`src/rtl/alu_seq_pkg.sv`:
```
// Shared types and constants for the ALU command sequencer.
package alu_seq_pkg;

  localparam int unsigned OP_A_W   = 3;
  localparam int unsigned OP_B_W   = 2;
  localparam int unsigned DATA_W   = 5;
  localparam int unsigned TAG_BITS = 4;

  typedef enum logic [1:0] {IDLE, ISSUE, WAIT, HOLD} seq_state_e;

  typedef struct packed {
    logic [DATA_W-1:0]   a;
    logic [DATA_W-1:0]   b;
    logic [OP_A_W-1:0]   a_op;
    logic [OP_B_W-1:0]   b_op;
    logic                a_en;
    logic                b_en;
    logic [TAG_BITS-1:0] tag;
  } alu_cmd_t;

endpackage

```
`src/rtl/alu_cmd_fifo.sv`:
```
// Command FIFO between the front end and the sequencer FSM; no bypass path.
module alu_cmd_fifo
  import alu_seq_pkg::*;
#(
  parameter int unsigned DEPTH = 4
) (
  input  logic     clk,
  input  logic     rst,
  input  logic     push_i,
  input  alu_cmd_t wdata_i,
  input  logic     pop_i,
  output alu_cmd_t rdata_o,
  output logic     full_o,
  output logic     empty_o
);

  localparam int unsigned PtrW = $clog2(DEPTH);
  localparam int unsigned CntW = $clog2(DEPTH + 1);

  alu_cmd_t        mem_q [DEPTH];
  logic [PtrW-1:0] wr_ptr_q, wr_ptr_d;
  logic [PtrW-1:0] rd_ptr_q, rd_ptr_d;
  logic [CntW-1:0] count_q, count_d;

  always_comb begin
    wr_ptr_d = wr_ptr_q;
    rd_ptr_d = rd_ptr_q;
    count_d  = count_q;
    if (push_i) wr_ptr_d = wr_ptr_q + PtrW'(1);
    if (pop_i)  rd_ptr_d = rd_ptr_q + PtrW'(1);
    unique case ({push_i, pop_i})
      2'b10:   count_d = count_q + CntW'(1);
      2'b01:   count_d = count_q - CntW'(1);
      default: count_d = count_q;
    endcase
  end

  always_ff @(posedge clk or posedge rst) begin
    if (rst) begin
      wr_ptr_q <= '0;
      rd_ptr_q <= '0;
      count_q  <= '0;
    end else begin
      wr_ptr_q <= wr_ptr_d;
      rd_ptr_q <= rd_ptr_d;
      count_q  <= count_d;
    end
  end

  // Storage needs no reset; entries are only read when count says they are valid.
  always_ff @(posedge clk) begin
    if (push_i) mem_q[wr_ptr_q] <= wdata_i;
  end

  assign rdata_o = mem_q[rd_ptr_q];
  assign full_o  = (count_q == CntW'(DEPTH));
  assign empty_o = (count_q == '0);

endmodule

```
`src/rtl/alu_cmd_sequencer.sv`:
```
// Issues buffered commands to the ALU one at a time and returns tagged results.
module alu_cmd_sequencer
  import alu_seq_pkg::*;
#(
  parameter int unsigned WIDTH   = DATA_W,
  parameter int unsigned DEPTH   = 4,
  parameter int unsigned TAG_W   = TAG_BITS,
  parameter int unsigned ALU_LAT = 1
) (
  input  logic              clk,
  input  logic              rst,
  input  logic              cmd_valid,
  output logic              cmd_ready,
  input  logic [WIDTH-1:0]  cmd_a,
  input  logic [WIDTH-1:0]  cmd_b,
  input  logic [2:0]        cmd_a_op,
  input  logic [1:0]        cmd_b_op,
  input  logic              cmd_a_en,
  input  logic              cmd_b_en,
  input  logic [TAG_W-1:0]  cmd_tag,
  output logic [WIDTH-1:0]  alu_A,
  output logic [WIDTH-1:0]  alu_B,
  output logic              alu_en,
  output logic              alu_a_en,
  output logic              alu_b_en,
  output logic [2:0]        alu_a_op,
  output logic [1:0]        alu_b_op,
  input  logic [WIDTH:0]    alu_C,
  input  logic              alu_error_flag,
  output logic              rsp_valid,
  input  logic              rsp_ready,
  output logic [WIDTH:0]    rsp_c,
  output logic              rsp_err,
  output logic [TAG_W-1:0]  rsp_tag,
  output logic              busy,
  output logic [7:0]        err_cnt
);

  seq_state_e       state_q, state_d;
  alu_cmd_t         cmd_q, cmd_d;
  logic             alu_en_q, alu_en_d;
  logic [2:0]       lat_cnt_q, lat_cnt_d;
  logic             rsp_valid_q, rsp_valid_d;
  logic [WIDTH:0]   rsp_c_q, rsp_c_d;
  logic             rsp_err_q, rsp_err_d;
  logic [TAG_W-1:0] rsp_tag_q, rsp_tag_d;
  logic [7:0]       err_cnt_q, err_cnt_d;

  alu_cmd_t fifo_wdata, fifo_rdata;
  logic     fifo_push, fifo_pop, fifo_full, fifo_empty;

  always_comb begin
    fifo_wdata      = '0;
    fifo_wdata.a    = cmd_a;
    fifo_wdata.b    = cmd_b;
    fifo_wdata.a_op = cmd_a_op;
    fifo_wdata.b_op = cmd_b_op;
    fifo_wdata.a_en = cmd_a_en;
    fifo_wdata.b_en = cmd_b_en;
    fifo_wdata.tag  = cmd_tag;
  end

  assign fifo_push = cmd_valid && cmd_ready;

  alu_cmd_fifo #(
    .DEPTH(DEPTH)
  ) u_fifo (
    .clk    (clk),
    .rst    (rst),
    .push_i (fifo_push),
    .wdata_i(fifo_wdata),
    .pop_i  (fifo_pop),
    .rdata_o(fifo_rdata),
    .full_o (fifo_full),
    .empty_o(fifo_empty)
  );

  always_comb begin
    state_d     = state_q;
    cmd_d       = cmd_q;
    alu_en_d    = 1'b0;
    lat_cnt_d   = lat_cnt_q;
    rsp_valid_d = rsp_valid_q;
    rsp_c_d     = rsp_c_q;
    rsp_err_d   = rsp_err_q;
    rsp_tag_d   = rsp_tag_q;
    err_cnt_d   = err_cnt_q;
    fifo_pop    = 1'b0;
    unique case (state_q)
      IDLE: begin
        if (!fifo_empty) begin
          fifo_pop = 1'b1;
          cmd_d    = fifo_rdata;
          alu_en_d = 1'b1;
          state_d  = ISSUE;
        end
      end
      ISSUE: begin
        lat_cnt_d = 3'(ALU_LAT);
        state_d   = WAIT;
      end
      WAIT: begin
        lat_cnt_d = lat_cnt_q - 3'd1;
        if (lat_cnt_q == 3'd1) begin
          rsp_valid_d = 1'b1;
          rsp_c_d     = alu_C;
          rsp_err_d   = alu_error_flag;
          rsp_tag_d   = cmd_q.tag;
          if (alu_error_flag && err_cnt_q != 8'hFF) err_cnt_d = err_cnt_q + 8'd1;
          state_d = HOLD;
        end
      end
      HOLD: begin
        // Retire the response and start the next command on the same edge.
        if (rsp_ready) begin
          rsp_valid_d = 1'b0;
          if (!fifo_empty) begin
            fifo_pop = 1'b1;
            cmd_d    = fifo_rdata;
            alu_en_d = 1'b1;
            state_d  = ISSUE;
          end else begin
            state_d = IDLE;
          end
        end
      end
      default: state_d = IDLE;
    endcase
  end

  always_ff @(posedge clk or posedge rst) begin
    if (rst) begin
      state_q     <= IDLE;
      cmd_q       <= '0;
      alu_en_q    <= 1'b0;
      lat_cnt_q   <= '0;
      rsp_valid_q <= 1'b0;
      rsp_c_q     <= '0;
      rsp_err_q   <= 1'b0;
      rsp_tag_q   <= '0;
      err_cnt_q   <= '0;
    end else begin
      state_q     <= state_d;
      cmd_q       <= cmd_d;
      alu_en_q    <= alu_en_d;
      lat_cnt_q   <= lat_cnt_d;
      rsp_valid_q <= rsp_valid_d;
      rsp_c_q     <= rsp_c_d;
      rsp_err_q   <= rsp_err_d;
      rsp_tag_q   <= rsp_tag_d;
      err_cnt_q   <= err_cnt_d;
    end
  end

  assign cmd_ready = !fifo_full;
  assign alu_A     = cmd_q.a;
  assign alu_B     = cmd_q.b;
  assign alu_a_op  = cmd_q.a_op;
  assign alu_b_op  = cmd_q.b_op;
  assign alu_a_en  = cmd_q.a_en;
  assign alu_b_en  = cmd_q.b_en;
  assign alu_en    = alu_en_q;
  assign rsp_valid = rsp_valid_q;
  assign rsp_c     = rsp_c_q;
  assign rsp_err   = rsp_err_q;
  assign rsp_tag   = rsp_tag_q;
  assign err_cnt   = err_cnt_q;
  assign busy      = !fifo_empty || (state_q != IDLE);

endmodule

```
`config.mk`:
```
export PLATFORM = sky130hd
export DESIGN_NAME = alu_cmd_sequencer
export DESIGN_NICKNAME = d
export VERILOG_FILES = /design/src/rtl/alu_seq_pkg.sv /design/src/rtl/alu_cmd_fifo.sv /design/src/rtl/alu_cmd_sequencer.sv
export SDC_FILE = /design/constraint.sdc
export NUM_CORES = 1
export LEC_CHECK = 0
export ABC_AREA = 1
export CAP_MARGIN = 15
export CORE_MARGIN = 2
export CORE_UTILIZATION = 58
export CTS_BUF_LIST = sky130_fd_sc_hd__clkbuf_8
export DETAILED_ROUTE_END_ITERATION = 16
export HOLD_SLACK_MARGIN = 0.05
export PLACE_DENSITY_LB_ADDON = 0.08
export SLEW_MARGIN = 15
export SYNTH_ARGS = -nofsm -noshare
export SYNTH_HDL_FRONTEND = slang
export SYNTH_HIERARCHICAL = 1
export SYNTH_SLANG_ARGS = --single-unit
```
`constraint.sdc`:
```
create_clock -name clk -period 3.1 [get_ports clk]
set_clock_uncertainty 0.2 [all_clocks]
set_input_delay 0.31 -clock clk [delete_from_list [all_inputs] [get_ports clk]]
set_output_delay 0.31 -clock clk [all_outputs]
set_load 0.03 [all_outputs]
```
==> impl_metrics.json, run 1 <==
{
  "setup_viol": 0,
  "grt_max_degree": 87,
  "initial_utilization_pct": 60.2,
  "required_ps": 2590,
  "syn_avg_cell_area_um2": 11.0,
  "max_freq_ghz": 0.393,
  "firstDrtPassIters": 6,
  "cts_resized": 0,
  "hp-start": "alu_C[0]",
  "grt_usage_pct": 21.1,
  "drt-wirelength-per-cell_um": 14.4,
  "drc": 0,
  "status": "finished clean",
  "h-tree-depth": 4,
  "hold_depth": 3,
  "rr_startpoint": "state_q[0]",
  "syn_area_um2": 6240,
  "boundaryPins": 72,
  "hp-class": "input pin to flip-flop",
  "die_w_um": 108,
  "ir_worst_vdd_mv": 0.569,
  "cts.root.buffer_cell": "clkbuf_8",
  "drt-initial-drc-count": 290,
  "yosysWarnings": 6,
  "synth-edff-count": 84,
  "rsz0062_at_grt": "false",
  "r2r_cells": 12,
  "via_per_inst": 5.03,
  "power_mw": 7.58,
  "syn_nets": 611,
  "timing.rr.end": "u_fifo/count_q[2]",
  "timing.final.crit_share_pct": 82.0,
  "fp.coreArea_um2": 10400,
  "globalplace.congestion": 0.799,
  "rows": 37,
  "portBuffers": 71,
  "via_count": 3929,
  "layout_min_cycle_time_ps": 2540,
  "start_kind": "flip-flop",
  "path_clk_slew_ps": 90,
  "post-dp-hpwl_mm": 7.40,
  "dieArea_um2": 11600,
  "die_h_um": 108,
  "grt_pass1_wl_mm": 18.5,
  "antenna_found_initial": 0,
  "worstMarginPinSlew_ps": 624,
  "ys.flop_type": "edfxtp_1",
  "yosysSeqAreaShare_pct": 62.0,
  "cts_setup_buffers": 0,
  "grt_pass1_vias": 3749,
  "crit_path_cell_trace": "nor3_1 > nand2_1 > clkdlybuf4s50_1",
  "nFillCells": 772,
  "place_inst": 748,
  "cp.arrival_ps": 2030,
  "leakage_nw": 3.25,
  "clock_path_buffers": 2,
  "slew_headroom_pct": 58.3,
  "syn_inst": 566,
  "use_met2_pct": 34.1,
  "use_met3_pct": 5.21,
  "fin_tns_setup_ps": 0,
  "maxCapViolCount": 0,
  "async_flop_share_pct": 39.1,
  "gr-usage-met1_pct": 28.4,
  "instances_no_fill": 781,
  "cts-buffers-inserted": 17,
  "drtAntennaViolNets": 0,
  "critPathCaptureType": "primary output",
  "cp_max_fo": 4,
  "grt-busiest-layer": "met2",
  "min_to": "rsp_c[0]",
  "syn2layout_area_growth_pct": 17.5,
  "hold_viol_final": 0,
  "crit_slowest_cell": "clkdlybuf4s50_1",
  "overflow": 0,
  "reg2reg_slack_ps": 600,
  "insertion_delay_ps": 430,
  "holdBufCountCts": 1,
  "final_nets": 677,
  "slew_viol_final": 0,
  "critPathMaxStageDelay_ps": 620,
  "wl_mm": 11.3,
  "cts_tree": "yes",
  "synth_cell_types": 34,
  "n_antenna_cell": 0,
  "critPathKind": "flip-flop to primary output",
  "synth_seq_cells": 138,
  "drive_above_1_share_pct": 15.0,
  "cts_num_sinks": 138,
  "power_density_nw_per_um2": 1030
}
==> worst max-delay path: cells and delay by family, from the launching register on <==
kind                   cells  cell delay (ps)
AND/OR/NAND/NOR            2              550
buffers and inverters      1              620
flip-flops                 1              430
==> stage by stage <==
step / setup WS [ps] / util [%] / hold WS (ps) / area, um2
after floorplan: 539 / - / -86.6 / 6240
after global placement: 749 / 66.8 / 260 / 6930
after detailed placement: 632 / 66.8 / 262 / 6930
after CTS: 524 / 70.7 / 208 / 7340
after global routing: 466 / 70.7 / 214 / 7340
final: 557 / 70.7 / 225 / 7340
==> per-layer routing <==
layer | part of all wire [%] | up-vias
li1 | - | 1971
met1 | 47 | 1873
met2 | 48 | 76
met3 | 3.8 | 9
met4 | 0.90 | 0
met5 | 0 | -
==> registers in the layout (all words and copies together) (netlist names), 3 cells and up <==
signal and count:
alu_A 5, cmd_q 4, alu_a_op 3, rsp_tag 4, alu_B 5, rsp_c 6, err_cnt 8, u_fifo/mem_q 84
lat_cnt_q 3, u_fifo/count_q 3
==> how the worst max path moves through the flow <==
stage,startpoint,end,cells after the start
5_1_grt,state_q[0],u_fifo/count_q[2],13
3_3_place_gp,state_q[0],u_fifo/count_q[2],12
2_1_floorplan,state_q[0],u_fifo/count_q[2],14
3_5_place_dp,state_q[0],u_fifo/count_q[2],12
6_report,u_fifo/count_q[0],busy,3
4_1_cts,u_fifo/count_q[0],busy,3
==> cells in the final DEF (no fill, tap or decap), types with 2 or more instances in the layout <==
cell type,Yosys,routed
xor2_1,7,7
nor2_1,9,9
nand4_1,2,2
buf_4,19,11
nand3_2,2,2
clkinv_4,0,3
nand2_2,21,21
clkinvlp_4,0,2
clkdlybuf4s50_1,0,71
bufinv_16,0,2
nor3_1,2,2
a21oi_1,3,3
ha_1,12,12
o21ai_1,2,2
nor2_4,2,2
nand3_1,24,24
clkbuf_8,0,17
inv_1,75,75
nand2_1,167,167
inv_2,2,3
o211ai_2,21,21
inv_8,0,2
dfrtp_1,54,53
edfxtp_1,84,84
o21ai_0,10,10
inv_6,0,4
o211ai_1,21,21
==> layout make-up <==
type                            count  area, um2  share of cell area, %
Sequential cell                   138       3870                   52.8
Multi-Input combinational cell    313       1770                   24.2
Timing Repair Buffer               84        823                   11.2
Inverter                           78        294                   4.01
Clock buffer                       17        234                   3.19
Tap cell                          136        170                   2.32
Clock inverter                     15        166                   2.27
==> power by group <==
group          switching [mW]  internal (mW)
combinational            2.12           1.20
clock                   0.722          0.732
sequential              0.274           2.54
==> Yosys cell counts, types with 2 or more instances <==
cell type	instances	share of area (%)
nand2_1	167	10
edfxtp_1	84	40
inv_1	75	4.5
dfrtp_1	54	22
nand3_1	24	1.9
nand2_2	21	2.1
o211ai_1	21	2.5
o211ai_2	21	4.2
buf_4	19	2.3
ha_1	12	2.4
o21ai_0	10	0.80
nor2_1	9	0.54
buf_2	8	0.64
xor2_1	7	0.98
a21oi_1	3	0.24
buf_12	3	0.96
buf_6	3	0.54
clkbuf_1	3	0.18
inv_2	2	0.12
nand3_2	2	0.32
nand4_1	2	0.20
nor2_4	2	0.36
nor3_1	2	0.16
o21ai_1	2	0.16
==> kinds of logic after synthesis <==
logic type | synth area share, %
flip-flops | 62.0
buffers and inverters | 9.56
AND/OR/NAND/NOR | 16.3
adder cells (fa/ha/maj) | 2.73
XOR/XNOR | 1.12
AO/OA/AOI/OAI | 8.30
Note: power is estimated with default switching activity, not from simulation.
==> run 2, diff against run 1 <==
--- a/config.mk
+++ b/config.mk
@@ -8,7 +8,7 @@
 export ABC_AREA = 1
 export CAP_MARGIN = 15
 export CORE_MARGIN = 2
-export CORE_UTILIZATION = 58
+export CORE_UTILIZATION = 52
 export CTS_BUF_LIST = sky130_fd_sc_hd__clkbuf_8
 export DETAILED_ROUTE_END_ITERATION = 16
 export HOLD_SLACK_MARGIN = 0.05
==> constraint.sdc (replaced) <==
create_clock -name clk -period 2.1 [get_ports clk]
set_clock_uncertainty 0.2 [all_clocks]
set_input_delay 0.21 -clock clk [delete_from_list [all_inputs] [get_ports clk]]
set_output_delay 0.21 -clock clk [all_outputs]
set_load 0.03 [all_outputs]
==> run 2 against run 1 <==
Compared with the run above: the run now ends with setup timing left; sequential share of layout area decreased by 2.4 points; first-iteration DRC count decreased by 27%; utilization decreased by 6.0 points; sequential power increased by 51%; global-route usage decreased by 1.2 points; setup slack got worse by 600 ps; cell count increased by 4.0%; routed wire length increased by 6.2%; flip-flop and latch count unchanged; critical path depth increased by 10; count of clock-buffer cells in the layout unchanged; largest cell class unchanged; largest power group unchanged; highest routed layer unchanged.
==> impl_metrics.json, run 2 (same netlist as run 1, synthesis figures left out) <==
{
  "cts_tree": "yes",
  "clock_path_buffers": 2,
  "slew_viol_final": 0,
  "rsz0062_at_grt": "true",
  "hold_viol_final": 0,
  "regMostFlops": "u_fifo/mem_q",
  "final_common_cell": "nand2_1",
  "grt_max_degree": 30,
  "wl_mm": 12.0,
  "insertion_delay_ps": 450,
  "ir_worst_vdd_mv": 0.591,
  "cts_num_sinks": 138,
  "max_freq_ghz": 0.467,
  "grt-busiest-layer": "met2",
  "place_area_um2": 7110,
  "worst_slack_ps": -39.4,
  "portBuffers": 71,
  "cts-buffers-inserted": 17,
  "layout_common_cells": "164 x nand2_1, 84 x edfxtp_1, 70 x inv_1, 68 x clkdlybuf4s50_1, 53 x dfrtp_1",
  "via_count": 4045,
  "post-dp-hpwl_mm": 7.85,
  "boundaryPins": 72,
  "path_clk_slew_ps": 70,
  "fp.coreArea_um2": 11900,
  "dieArea_um2": 12900,
  "initial_utilization_pct": 52.6,
  "largest_reg_flops": 84,
  "die_w_um": 114,
  "use_met2_pct": 33.5,
  "globalplace.congestion": 0.820,
  "layout_min_cycle_time_ps": 2140,
  "firstDrtPassIters": 4,
  "maxCapViolCount": 0,
  "start_kind": "flip-flop",
  "critPathKind": "flip-flop to flip-flop",
  "failed_checks": "setup timing",
  "slew_headroom_pct": 63.3,
  "drtAntennaViolNets": 0,
  "antenna_found_initial": 0,
  "hp-class": "input pin to flip-flop",
  "overflow": 0,
  "grt_pass1_vias": 3876,
  "final_nets": 697,
  "via_per_inst": 4.98,
  "grt_usage_pct": 19.9,
  "fin_tns_setup_ps": -77.0,
  "die_h_um": 114,
  "worstMarginPinSlew_ps": 551,
  "gr-usage-met1_pct": 25.1,
  "final_area_um2": 7680,
  "critPathCaptureType": "flip-flop",
  "drive_above_1_share_pct": 20.3,
  "required_ps": 2240,
  "grt_pass1_wl_mm": 19.5,
  "cp.arrival_ps": 2280,
  "cp_max_fo": 3,
  "timing.final.crit_share_pct": 102,
  "use_met3_pct": 4.99,
  "n_antenna_cell": 0,
  "status": "finished, violations left",
  "rows": 40,
  "setup_viol": 4,
  "drc": 0,
  "drt-initial-drc-count": 212,
  "final_util_pct": 64.8,
  "syn2layout_area_growth_pct": 23.1,
  "h-tree-depth": 4,
  "cts.root.buffer_cell": "clkbuf_8",
  "leakage_nw": 3.40,
  "power_density_nw_per_um2": 1560,
  "drt-wirelength-per-cell_um": 14.7
}
[run 2: cell count changes in the layout (fill, tap and decap cells not counted), moves of 3 or more]
cell,delta
clkinv_2,+3
inv_6,-3
nand2_1,-3
inv_1,-5
buf_4,+13
inv_2,+4
clkdlybuf4s50_1,-3
ha_1,-3
buf_12,+7
clkinvlp_4,+3
[run 2: power breakdown]
| group | switching (mW) | internal, mW | total (mW) |
|---|---|---|---|
| clock | 1.03 | 1.29 | 2.32 |
| combinational | 3.25 | 2.22 | 5.46 |
| sequential | 0.494 | 3.74 | 4.24 |
| total | 4.77 | 7.25 | 12.0 |
[run 2: final timing paths]
path,endpoint,from,depth (start not counted),slack (ps)
min in group asynchronous,u_fifo/count_q[0],rst,3,440
min reg2reg,alu_b_en,alu_b_en,2,270
max,u_fifo/count_q[2],state_q[0],13,-40
min,rsp_c[0],alu_C[0],3,100
max in group asynchronous,alu_b_op[1],rst,4,710
max reg2reg,u_fifo/count_q[2],state_q[0],13,-40
[run 2: final cells by class]
type	count	area, um2
well taps	147	184
clock buffers	17	234
fillers	957	4180
repair buffers	104	1060
multi-input cells	313	1840
flip-flops and latches	138	3870
clock inverters	15	199
inverters	78	294
[run 2: timing repair]
action                     in CTS  in global routing
hold endpoints to repair       25                  0
gates resized for setup         9                  6
buffers inserted               11                  1
hold buffers                    1                  0
setup endpoints to repair       3                 27
pin swaps                       7                  5
cloned                          0                  0
[run 2: worst max-delay path, cell delays in order, from the launching register on]
cell	delay, ps
dfrtp_1	400
buf_4	130
ha_2	170
nand2_1	60
inv_1	70
o21ai_2	50
inv_1	80
ha_2	190
inv_2	50
fa_2	350
nand2_2	100
nand3_2	80
nand2_1	60
nand2_1	40
[run 2: metal layers]
layer | wire [um] | up-vias
li1 | - | 2006
met1 | 5340 | 1950
met2 | 5960 | 73
met3 | 456 | 16
met4 | 193 | 0
met5 | 0 | -
[run 2: metrics by stage]
stage	power, mW	instances	setup WS, ps	hold WS [ps]
floorplan	8.09	566	-220	-187
global placement	9.33	767	29.2	255
detailed placement	9.49	767	-26.2	258
CTS	12.1	811	-28.4	73.8
global route	12.9	812	-106	101
finish	12.0	812	-39.4	102
